===== src/rtl/jtdd_mcu_share.sv =====
// Shared-RAM arbiter and NMI/IRQ bridge between the main CPU and the protection MCU.
// Optional collision counter output coll_cnt is enabled by defining JTDD_MCU_SHARE_COLL_EN.
module jtdd_mcu_share #(
  parameter int AW  = 9,
  parameter int DW  = 8,
  parameter int TMO = 64
) (
  input  logic          clk,
  input  logic          rstn,
  input  logic          cpu_cs,
  input  logic          cpu_rd,
  input  logic          cpu_we,
  input  logic [AW-1:0] cpu_addr,
  input  logic [DW-1:0] cpu_din,
  output logic [DW-1:0] cpu_dout,
  output logic          cpu_wait,
  output logic          cpu_ok,
  output logic          cpu_tmo,
  input  logic          mcu_cs,
  input  logic          mcu_we,
  input  logic [AW-1:0] mcu_addr,
  input  logic [DW-1:0] mcu_din,
  output logic [DW-1:0] mcu_dout,
  input  logic          nmi_set,
  input  logic          nmi_clr,
  output logic          mcu_nmi,
  input  logic          irq_req,
  output logic          main_irq
`ifdef JTDD_MCU_SHARE_COLL_EN
  ,
  output logic [15:0]   coll_cnt
`endif
);

  localparam logic [1:0] ST_IDLE    = 2'd0;
  localparam logic [1:0] ST_WR_PEND = 2'd1;
  localparam logic [1:0] ST_RD_REQ  = 2'd2;
  localparam logic [1:0] ST_RD_LAT  = 2'd3;

  localparam logic [7:0] TMO_MAX  = 8'(TMO);
  localparam logic [7:0] TMO_LAST = 8'(TMO - 1);

  logic [1:0]    r_state;
  logic [AW-1:0] r_addr;
  logic [DW-1:0] r_wdata;
  logic [DW-1:0] r_cpu_dout;
  logic          r_cpu_ok;
  logic          r_cpu_tmo;
  logic [7:0]    r_wait_cnt;
  logic          r_nmi_set_d;
  logic          r_mcu_nmi;
  logic          r_main_irq;
  logic [DW-1:0] r_mem [0:(1<<AW)-1];
  logic [DW-1:0] r_ram_q;

  logic          w_ram_we;
  logic [AW-1:0] w_ram_addr;
  logic [DW-1:0] w_ram_din;
  logic          w_stall;
  logic          w_nmi_edge;

  // A CPU request parked in WR_PEND/RD_REQ loses the port whenever the MCU is active.
  assign w_stall    = ((r_state == ST_WR_PEND) || (r_state == ST_RD_REQ)) && mcu_cs;
  assign w_nmi_edge = nmi_set && !r_nmi_set_d;

  // NOTE: every output of an always_comb gets a default first, so no path can infer a latch.
  always_comb begin
    w_ram_we   = 1'b0;
    w_ram_addr = r_addr;
    w_ram_din  = r_wdata;
    if (mcu_cs) begin
      w_ram_we   = mcu_we;
      w_ram_addr = mcu_addr;
      w_ram_din  = mcu_din;
    end else if (r_state == ST_WR_PEND) begin
      w_ram_we = 1'b1;
    end
  end

  // NOTE: the RAM array has no reset branch; contents survive rstn and map onto block RAM.
  always_ff @(posedge clk) begin
    if (w_ram_we) r_mem[w_ram_addr] <= w_ram_din;
    r_ram_q <= r_mem[w_ram_addr];
  end

  // NOTE: sequential state uses non-blocking assignments so every register samples pre-edge values.
  always_ff @(posedge clk or negedge rstn) begin
    if (!rstn) begin
      r_state    <= ST_IDLE;
      r_addr     <= '0;
      r_wdata    <= '0;
      r_cpu_dout <= '0;
      r_cpu_ok   <= 1'b0;
    end else begin
      r_cpu_ok <= 1'b0;
      case (r_state)
        ST_IDLE: begin
          if (cpu_cs && cpu_we) begin
            r_addr  <= cpu_addr;
            r_wdata <= cpu_din;
            r_state <= ST_WR_PEND;
          end else if (cpu_cs && cpu_rd) begin
            r_addr  <= cpu_addr;
            r_state <= ST_RD_REQ;
          end
        end
        ST_WR_PEND: begin
          if (!mcu_cs) begin
            r_cpu_ok <= 1'b1;
            r_state  <= ST_IDLE;
          end
        end
        ST_RD_REQ: begin
          if (!mcu_cs) r_state <= ST_RD_LAT;
        end
        ST_RD_LAT: begin
          // q here still holds the CPU address read, even if the MCU owns the port now.
          r_cpu_dout <= r_ram_q;
          r_cpu_ok   <= 1'b1;
          r_state    <= ST_IDLE;
        end
        default: r_state <= ST_IDLE;
      endcase
    end
  end

  always_ff @(posedge clk or negedge rstn) begin
    if (!rstn) begin
      r_wait_cnt <= '0;
      r_cpu_tmo  <= 1'b0;
    end else begin
      if (r_state == ST_IDLE) begin
        r_wait_cnt <= '0;
      end else if (w_stall && (r_wait_cnt != TMO_MAX)) begin
        r_wait_cnt <= r_wait_cnt + 8'd1;
      end
      if (w_stall && (r_wait_cnt == TMO_LAST)) r_cpu_tmo <= 1'b1;
    end
  end

  always_ff @(posedge clk or negedge rstn) begin
    if (!rstn) begin
      r_nmi_set_d <= 1'b0;
      r_mcu_nmi   <= 1'b0;
      r_main_irq  <= 1'b0;
    end else begin
      r_nmi_set_d <= nmi_set;
      r_main_irq  <= irq_req;
      if (nmi_clr)         r_mcu_nmi <= 1'b0;
      else if (w_nmi_edge) r_mcu_nmi <= 1'b1;
    end
  end

`ifdef JTDD_MCU_SHARE_COLL_EN
  logic [15:0] r_coll_cnt;
  always_ff @(posedge clk or negedge rstn) begin
    if (!rstn) begin
      r_coll_cnt <= '0;
    end else if (w_stall && (r_coll_cnt != 16'hFFFF)) begin
      r_coll_cnt <= r_coll_cnt + 16'd1;
    end
  end
  assign coll_cnt = r_coll_cnt;
`endif

  assign cpu_dout = r_cpu_dout;
  assign cpu_wait = (r_state != ST_IDLE);
  assign cpu_ok   = r_cpu_ok;
  assign cpu_tmo  = r_cpu_tmo;
  assign mcu_dout = r_ram_q;
  assign mcu_nmi  = r_mcu_nmi;
  assign main_irq = r_main_irq;

endmodule


===== config.mk =====
export PLATFORM = sky130hd
export DESIGN_NAME = jtdd_mcu_share
export DESIGN_NICKNAME = d
export VERILOG_FILES = /design/src/rtl/jtdd_mcu_share.sv
export SDC_FILE = /design/constraint.sdc
export NUM_CORES = 2
export LEC_CHECK = 0
export BUFFER_PORTS_ARGS = -buffer_cell sky130_fd_sc_hd__buf_2
export CORE_ASPECT_RATIO = 1.1
export CORE_MARGIN = 3
export CORE_UTILIZATION = 45
export DETAILED_ROUTE_END_ITERATION = 7
export GPL_ROUTABILITY_DRIVEN = 0
export MAX_ROUTING_LAYER = met4
export PLACE_DENSITY = 0.67
export SYNTH_ARGS = -nofsm -noshare
export SYNTH_HDL_FRONTEND = slang
export SYNTH_SLANG_ARGS = --single-unit

===== constraint.sdc =====
create_clock -name clk -period 14.7 [get_ports clk]
set_input_delay 1.47 -clock clk [delete_from_list [all_inputs] [get_ports clk]]
set_output_delay 1.47 -clock clk [all_outputs]
set_load 0.01 [all_outputs]

==> flow_metrics.tcl <==
set metrics [dict create \
    synth_area_sq_mm 0.160 \
    grt_pass1_wl_um 580000 \
    core_area_sq_mm 0.354 \
    cp-start-kind "input port" \
    vdd_drop_max_uv 208 \
    dp_slack_ns 6.65 \
    worst_slew_pin_slew_ns 1.46 \
    grt_remaining_overflow 0 \
    ys.flop_type "edfxtp_1" \
    die_x_um 575 \
    crit_arrival_ns 8.01 \
    cts_buffers 393 \
    synth_edf_count 4096 \
    setup-violations-final 0 \
    clk_pin_slew_ns 0.07 \
    cp.required_ns 15.48 \
    syn-instance-count 8918 \
    cts_buffer_depth 4 \
    max_stage_delay_ns 0.88 \
    fin_setup_tns_ns 0 \
    antenna_found_initial 14 \
    yosysSeqAreaShare_pct 77.5 \
    cap_violations 0 \
    rows 229 \
    regToRegStartpoint "r_addr[0]" \
    synth_top_area_cell "edfxtp_1" \
    synth_seq_cells 4144 \
    critPathMaxFanout 116 \
    status "finished, final reports clean" \
    first_iter_violations 10247 \
    dpl.hpwl_um 227000 \
    grt_setup_unrepaired "no" \
    die_area_sq_mm 0.363 \
    cts_hold_buf 0 \
    timing.final.hold_violations 0 \
    vias 84018 \
    wl_met1_um 160000 \
    ys_top_cells_by_count "edfxtp_1, mux2i_1, o22ai_1" \
    hold_start "cpu_tmo" \
    timing.final.crit_share_pct 49.2 \
    route.met2.wl_um 194000 \
    firstDrtPassIters 5 \
    synth_most_common_cell "edfxtp_1" \
    top_layer_used "met4" \
    p_leak_nw 59.4 \
    grt_pass1_vias 82942 \
    synth_nets 8968 \
    maxSlewViolCount 0 \
    area_delta_synth_final_pct 11.3 \
    portBuffers 64 \
    cts_setup_buffers 0 \
    root_buffer "clkbuf_16" \
    initial_core_util_pct 45.2 \
    finalNetCount 9000 \
    endpoint_kind "flop" \
    hold_path_class "reg -> reg" \
    crit_buf_inv 4 \
    tritoncts "done" \
    synth_top_area_share_pct 76.8 \
    cp-startpoint "mcu_cs" \
    chipHeight_um 632 \
    clock_latency_ns 0.95 \
    synth_area_leaders "edfxtp_1, mux2i_1, o22ai_1" \
    wl_um 403000 \
    fin_ws_ns 7.47 \
    crit_chain "buf_2 -> mux2_8 -> buf_12 -> buf_12 -> buf_4 -> mux2i_1 -> o22ai_1 -> nor4_1 -> o22ai_1 -> o21ai_0 -> and3_1 -> nand4_1" \
    fmax_mhz 138 \
    post_drt_wl_per_cell_um 28.7 \
    synth.distinct_cells 49 \
    synthArstFlopShare_pct 0.965 \
    grt.total_usage_pct 22.1 \
    grt_max_degree 171 \
    ant_nets 0 \
    htree_levels 5 \
    drc_errors 0 \
    cpLargestDelayFamily "buffers and inverters" \
    crit_slowest_cell "mux2_8" \
    ys_warn_count 0 \
    fin_skew_ns 0.0569 \
    min_period_ns 7.23 \
    power_density_mw_per_mm2 170 \
    route.met3.wl_um 35300 \
    clock-sinks 4144 \
    post_cts_resized 0 \
    max_slew_margin_pct 2.15 \
    ioPinCount 65 \
    avgSynthCellArea_sq_um 18.0 \
    via_per_inst 5.99 \
    path_class "in -> reg" \
    drive_gt1_share_pct 9.40 \
    n_fill_cell 28272 \
]
==> report_power, final <==
part / switching [mW] / leakage [nW] / internal, mW
combinational: 4.25 / 15.6 / 1.76
sequential: 0.0713 / 37.5 / 14.0
clock: 4.30 / 6.32 / 5.90
==> worst paths after layout <==
kind,to,slack [ns],cells past startpoint
worst max-delay path,mcu_dout[6],7.47,12
worst min register to register,cpu_tmo,0.49,1
min in group asynchronous,r_wdata[7],0.65,1
worst max register to register,mcu_dout[6],8.55,11
max in group asynchronous,cpu_dout[4],13.44,1
worst min-delay path,cpu_tmo,0.49,1
==> per-stage QoR <==
stage	std cells	cell area (sq um)	total power [mW]	util [%]	hold slack, ns
global placement	13287	165000	20.2	46.7	0.453
detailed placement	13290	165000	20.3	46.7	0.477
global route	14012	178000	31.2	50.4	0.510
CTS	14005	178000	30.4	50.4	0.492
finish	14015	178000	30.3	50.4	0.486
floorplan	8918	160000	18.3	-	0.475
==> area by class of cell <==
| cell class | count | area (sq um) | share of cell area [%] |
|---|---|---|---|
| Clock buffer | 469 | 10300 | 5.79 |
| Timing Repair Buffer | 212 | 1700 | 0.955 |
| Clock inverter | 246 | 2610 | 1.46 |
| Inverter | 6 | 22.5 | 0.0126 |
| Antenna cell | 10 | 25.0 | 0.0140 |
| Sequential cell | 4144 | 124000 | 69.6 |
| Multi-Input combinational cell | 4193 | 33600 | 18.8 |
| Tap cell | 4735 | 5920 | 3.32 |
==> cell usage in the layout, fill, tap and decap left out, types with 63 or more instances in the layout <==
master,count
buf_2,65
buf_4,125
clkbuf_1,63
clkbuf_16,400
clkinv_1,74
clkinv_2,81
edfxtp_1,4096
mux2i_1,2052
nor2_1,532
nor4_1,96
o22ai_1,1024
o41ai_1,123
==> metal layers <==
layer,global-route usage (%),vias up
met2,35.0,3901
met4,7.31,0
li1,-,36133
met1,29.2,43276
met3,3.80,708
met5,-,-
==> sequential cells by signal (all words and copies together) (netlist names) <==
register,cells
r_wdata,8
r_mem,4096
r_addr,9
main_irq,1
mcu_dout,8
r_wait_cnt,8
mcu_nmi,1
cpu_tmo,1
r_nmi_set_d,1
cpu_dout,8
r_state,2
cpu_ok,1
==> cells by family after synthesis <==
| family | after synthesis | share of synthesized area (%) |
|---|---|---|
| simple gates | 793 | 2.15 |
| flops | 4144 | 77.5 |
| fa+ha+maj | 6 | 0.0469 |
| mux | 2088 | 13.1 |
| compound gates | 1299 | 5.38 |
| xor+xnor | 7 | 0.0383 |
| buf+inv | 581 | 1.82 |
(Power assumes the default switching activity.)
